===== src/rtl/soc_bus_arb.sv =====
// Multi-master / multi-slave bus arbiter and address decoder for the picorv32 SoC.
// One transfer at a time: IDLE grants, ACCESS drives the slave for 1+wait cycles, DONE pulses ready.
module soc_bus_arb #(
  parameter int                 N_MST    = 2,
  parameter int                 N_SLV    = 4,
  parameter int                 AW       = 32,
  parameter int                 DW       = 32,
  parameter int                 SEL_LO   = 16,
  parameter int                 SEL_W    = 2,
  parameter logic [4*N_SLV-1:0] WAIT_VEC = '0,
  parameter int                 RR       = 0
) (
  input  logic                  clk,
  input  logic                  reset,
  input  logic [N_MST-1:0]      m_valid,
  input  logic [N_MST*AW-1:0]   m_adr,
  input  logic [N_MST*DW-1:0]   m_wdata,
  input  logic [N_MST*DW/8-1:0] m_wstrb,
  output logic [N_MST-1:0]      m_ready,
  output logic [N_MST-1:0]      m_err,
  output logic [DW-1:0]         m_rdata,
  output logic [N_SLV-1:0]      s_sel,
  output logic [AW-1:0]         s_adr,
  output logic [DW-1:0]         s_wdata,
  output logic [DW/8-1:0]       s_wstrb,
  input  logic [N_SLV*DW-1:0]   s_rdata
);

  localparam int GW = (N_MST > 1) ? $clog2(N_MST) : 1;
  localparam int SW = DW / 8;

  typedef enum logic [1:0] {IDLE, ACCESS, DONE} state_t;

  state_t             state_q, state_d;
  logic [GW-1:0]      gnt_q, gnt_d;
  logic [GW-1:0]      ptr_q, ptr_d;
  logic [SEL_W-1:0]   slv_q, slv_d;
  logic [3:0]         cnt_q, cnt_d;
  logic               err_q, err_d;
  logic [DW-1:0]      rdata_d;

  logic [GW-1:0]      req_gnt;
  logic [SEL_W-1:0]   req_slv;
  logic               req_mapped;
  logic [3:0]         req_wait;
  logic [DW-1:0]      slv_rdata;
  logic [N_SLV-1:0]   slv_onehot;
  logic [AW-1:0]      gnt_adr;
  logic [DW-1:0]      gnt_wdata;
  logic [SW-1:0]      gnt_wstrb;

  // Descending scan so the last hit is the first requester in priority order.
  function automatic logic [GW-1:0] pick_grant(input logic [N_MST-1:0] req,
                                               input logic [GW-1:0]    ptr);
    logic [GW-1:0] g;
    int            idx;
    g = '0;
    if (RR == 0) begin
      for (int i = N_MST - 1; i >= 0; i--)
        if (req[i]) g = GW'(i);
    end else begin
      for (int i = N_MST; i >= 1; i--) begin
        idx = (int'(ptr) + i) % N_MST;
        if (req[idx]) g = GW'(idx);
      end
    end
    return g;
  endfunction

  assign req_gnt = pick_grant(m_valid, ptr_q);

  always_comb begin
    req_slv = '0;
    for (int i = 0; i < N_MST; i++)
      if (req_gnt == GW'(i)) req_slv = m_adr[i*AW+SEL_LO +: SEL_W];
  end

  always_comb begin
    req_mapped = 1'b0;
    req_wait   = '0;
    for (int j = 0; j < N_SLV; j++)
      if (req_slv == SEL_W'(j)) begin
        req_mapped = 1'b1;
        req_wait   = WAIT_VEC[4*j +: 4];
      end
  end

  always_comb begin
    slv_rdata  = '0;
    slv_onehot = '0;
    for (int j = 0; j < N_SLV; j++)
      if (slv_q == SEL_W'(j)) begin
        slv_rdata     = s_rdata[j*DW +: DW];
        slv_onehot[j] = 1'b1;
      end
  end

  always_comb begin
    gnt_adr   = '0;
    gnt_wdata = '0;
    gnt_wstrb = '0;
    for (int i = 0; i < N_MST; i++)
      if (gnt_q == GW'(i)) begin
        gnt_adr   = m_adr[i*AW +: AW];
        gnt_wdata = m_wdata[i*DW +: DW];
        gnt_wstrb = m_wstrb[i*SW +: SW];
      end
  end

  always_ff @(posedge clk or posedge reset) begin
    if (reset) begin
      state_q <= IDLE;
      gnt_q   <= '0;
      ptr_q   <= GW'(N_MST - 1);
      slv_q   <= '0;
      cnt_q   <= '0;
      err_q   <= 1'b0;
      m_rdata <= '0;
    end else begin
      state_q <= state_d;
      gnt_q   <= gnt_d;
      ptr_q   <= ptr_d;
      slv_q   <= slv_d;
      cnt_q   <= cnt_d;
      err_q   <= err_d;
      m_rdata <= rdata_d;
    end
  end

  always_comb begin
    state_d = state_q;
    gnt_d   = gnt_q;
    ptr_d   = ptr_q;
    slv_d   = slv_q;
    cnt_d   = cnt_q;
    err_d   = err_q;
    rdata_d = m_rdata;
    case (state_q)
      IDLE: begin
        if (|m_valid) begin
          gnt_d = req_gnt;
          slv_d = req_slv;
          if (req_mapped) begin
            cnt_d   = req_wait;
            err_d   = 1'b0;
            state_d = ACCESS;
          end else begin
            err_d   = 1'b1;
            rdata_d = '0;
            state_d = DONE;
          end
        end
      end
      ACCESS: begin
        if (cnt_q != 4'd0) begin
          cnt_d = 4'(cnt_q - 4'd1);
        end else begin
          rdata_d = slv_rdata;
          state_d = DONE;
        end
      end
      DONE: begin
        ptr_d   = gnt_q;
        state_d = IDLE;
      end
      default: state_d = IDLE;
    endcase
  end

  // Address and data are always routed from the grant; only select and strobes are phase-gated.
  always_comb begin
    m_ready = '0;
    m_err   = '0;
    s_sel   = '0;
    s_wstrb = '0;
    s_adr   = gnt_adr;
    s_wdata = gnt_wdata;
    case (state_q)
      ACCESS: begin
        s_sel   = slv_onehot;
        s_wstrb = gnt_wstrb;
      end
      DONE: begin
        m_ready[gnt_q] = 1'b1;
        m_err[gnt_q]   = err_q;
      end
      default: ;
    endcase
  end

endmodule


===== config.mk =====
export PLATFORM = sky130hd
export DESIGN_NAME = soc_bus_arb
export DESIGN_NICKNAME = d
export VERILOG_FILES = /design/src/rtl/soc_bus_arb.sv
export SDC_FILE = /design/constraint.sdc
export NUM_CORES = 1
export LEC_CHECK = 0
export ABC_AREA = 1
export ABC_CLOCK_PERIOD_IN_PS = 1140
export BUFFER_PORTS_ARGS = -buffer_cell sky130_fd_sc_hd__buf_2
export CAP_MARGIN = 20
export CORE_AREA = 4 4 144 146
export DETAILED_ROUTE_END_ITERATION = 8
export DIE_AREA = 0 0 148 150
export PLACE_DENSITY_LB_ADDON = 0.05
export SLEW_MARGIN = 5
export SYNTH_ARGS = -nofsm -noshare
export SYNTH_HDL_FRONTEND = slang
export SYNTH_SLANG_ARGS = --single-unit
export TNS_END_PERCENT = 1

===== constraint.sdc =====
create_clock -name clk -period 1.14 [get_ports clk]
set_input_delay 0.171 -clock clk [delete_from_list [all_inputs] [get_ports clk]]
set_output_delay 0.171 -clock clk [all_outputs]
set_load 0.01 [all_outputs]

==> metrics.md <==
| Metric | Value |
|---|---|
| Syn nets | 964 |
| Setup TNS | -32.64 ns |
| Unrepaired setup endpoints after global routing | yes |
| Worst Path Required | 0.97 ns |
| Initial antenna violation count | 0 |
| DR vias | 5483 |
| Commonest non-fill, non-tap cell in the layout | nand2_1 |
| R2R setup slack | -0.28 ns |
| Slew headroom | 0.763 |
| RR Startpoint | slv_q[0] |
| Endpoint type of the worst setup path | output pin |
| Switch share | 0.475 |
| Worst-Margin Slew | 0.355 ns |
| Post-Place Cell Area | 0.00629 mm^2 |
| Final setup violation count | 115 |
| RePlAce Congestion | 0.794 |
| Worst path arrival time | 1.35 ns |
| Hold Path End | gnt_q |
| Nets | 1366 |
| Commonest cells after routing, fill and taps aside | 360 x nand2_1, 340 x buf_2, 67 x nor2_1, 48 x inv_1 |
| Synth cell types | 24 |
| Clk_lat worst skew | 0.29 ns |
| Critical setup path kind | reg2out |
| Layout Utilization | 0.367 |
| Area grow syn2layout | 90.1% |
| Layout cells sized above 1 | 0.475 |
| Combinational Power Share | 0.773 |
| Net Sw Power | 8.49 mW |
| Post-synth top area cell | nand2_1 |
| Period utilisation layout | 1.33 |
| Total GRT Usage | 0.172 |
| Clock share of power | 0.079 |
| # fillers | 2286 |
| DIE AREA | 0.0222 mm^2 |
| PwrDens | 2510 mW/mm^2 |
| Seq pwr share | 0.149 |
| CTS max path bufs | 2 |
| Syn avg cell area | 5.40 um^2 |
| Row count | 51 |
| Vias in the first global route | 5435 |
| Max frequency | 0.658 GHz |
| R2R depth | 9 |
| Top fanout value on the critical path | 9 |
| Pin count of the biggest net entering global routing | 36 |
| Clock sinks | 42 |
| LEAKAGE | 4.40 nW |
| Clock root buffer | clkbuf_16 |
| CTS tree | done |
| CTS H-tree lvls | 2 |
| Port bufs | 375 |
| VDD IR max | 1060 uV |
| Post-DR wirelength/cell | 14.9 um |
| Core area | 0.0194 mm^2 |
| Number of CTS-inserted buffers | 5 |
| Drt pass-1 iters | 4 |
| Post-DRT Antenna Nets | 0 |
| Slew Viols, Final | 0 |
| Place WS | -0.198 ns |
| Startpoint Class | flip-flop |
| Min-delay worst type | in2reg |
| Synth top area cells | nand2_1 40%, dfrtp_1 28%, nor2_1 7.3%, inv_1 5.1%, nand3_1 4.7% |
| Cell area after synthesis | 0.00374 mm^2 |
| Min Hold Slack | 0.142 ns |
| Hold Startpoint | m_valid[0] |
| Final worst slack | -0.380 ns |
| Period minus WS final | 1.52 ns |
| Initial Util | 0.193 |
| Synth top area share | 0.402 |
| # diodes | 0 |
| Internal power | 9.37 mW |
| Violated checks | setup timing |
| Fin cells | 1361 |
| Final Hold Fails | 0 |
| Number of remaining DRC errors | 0 |
| Wire length of the first global-routing pass | 30200 um |
| Status | complete, but fails checks |
| Worst hold path stage count | 2 |
| Design area | 0.00712 mm^2 |
| Die Span X | 148 um |
| Dpl cells | 1340 |
| DR iter-0 viols | 162 |
| Power, Total | 17.9 mW |
| FF+latch count, synth | 42 |
| Cells after Synth | 694 |
| DP HPWL | 16700 um |
| Synthesis Warnings | 0 |
| Reg clk slew, reported paths | 0.06 ns |
| Clock skew | 0.00416 ns |
| Reg2reg end | m_rdata[25] |
| Die H | 150 um |
| Number of max-cap violations | 0 |
| Via density per instance | 4.03 |
| Seq/Total Area, Yosys | 0.281 |
| Num ports | 376 |
| Wire length after detailed routing | 20300 um |
| GRT overflow | 0 |
## worst max-delay path, stage by stage (launching register included)
cell and delay (ns):
dfrtp_2 0.46, buf_8 0.17, buf_6 0.12, nand2_2 0.05
a21oi_2 0.11, buf_2 0.15
## per-layer routing
layer	wire length, um	vias to the layer above	GRT usage	part of all wire
li1	-	2883	-	-
met1	7750	2358	0.195	0.38
met2	10800	229	0.328	0.53
met3	1630	13	0.0442	0.080
met4	168	0	0.0305	0.0083
met5	0	-	0	0
## state kept, by name (all words and copies together) (netlist names)
signal and cells:
slv_q 2, m_rdata 32, state_q 2, cnt_q 4, err_q 1, gnt_q 1
## cell type report
cell class	count	area [um^2]	area share
inverters	56	223	0.0313
flip-flops and latches	42	1050	0.148
multi-input cells	557	2520	0.353
clock inverters	2	10.0	0.00141
repair buffers	434	2860	0.402
clock buffers	5	125	0.0176
well taps	265	332	0.0466
## cell usage after synthesis
cell        n
nand2_1   401
nor2_1     73
inv_1      51
dfrtp_1    42
nand3_1    35
o21ai_0    26
clkbuf_1   15
buf_2      11
buf_6       6
a21oi_1     5
buf_4       5
nor3_1      5
inv_2       4
nor2_4      3
buf_1       2
ha_1        2
a22oi_1     1
clkinv_1    1
nand3_2     1
nor2_8      1
o21ai_1     1
o21ai_2     1
or2_1       1
xor2_1      1
## cells by family (layout without fill, tap and decap cells)
| family | after synthesis | count (layout) | synth area share |
|---|---|---|---|
| adder cells (fa/ha/maj) | 2 | 2 | 0.00668 |
| AO/OA/AOI/OAI | 34 | 34 | 0.0471 |
| XOR/XNOR | 1 | 1 | 0.00234 |
| buffers and inverters | 95 | 497 | 0.116 |
| AND/OR/NAND/NOR | 520 | 520 | 0.547 |
| flip-flops | 42 | 42 | 0.281 |
## power groups by stage
stage          clock (mW)  sequential [mW]  combinational [mW]
2_1_floorplan           0             2.83                6.25
3_3_place_gp            0             2.65                11.8
3_5_place_dp            0             2.64                11.7
4_1_cts              1.47             2.66                13.3
5_1_grt              1.54             2.74                15.2
6_report             1.41             2.65                13.8
## worst max-delay path by stage
stage | end | depth (start not counted) | slack, ns | startpoint
6_report | s_wstrb[2] | 5 | -0.38 | gnt_q
5_1_grt | s_sel[1] | 4 | -0.46 | slv_q[1]
4_1_cts | s_sel[1] | 6 | -0.42 | state_q[0]
3_5_place_dp | s_sel[1] | 4 | -0.20 | slv_q[1]
3_3_place_gp | s_sel[1] | 5 | -0.23 | state_q[1]
2_1_floorplan | m_rdata[0] | 7 | -0.05 | cnt_q[0]
## repair_timing
action,in CTS,in global routing
endpoints found under the hold margin,42,0
endpoints found under the setup margin,115,117
pin swaps,32,16
hold buffers,1,0
resized for setup,91,58
setup buffers,7,2
gates cloned,3,2
Power figures use the tool's default switching activity.
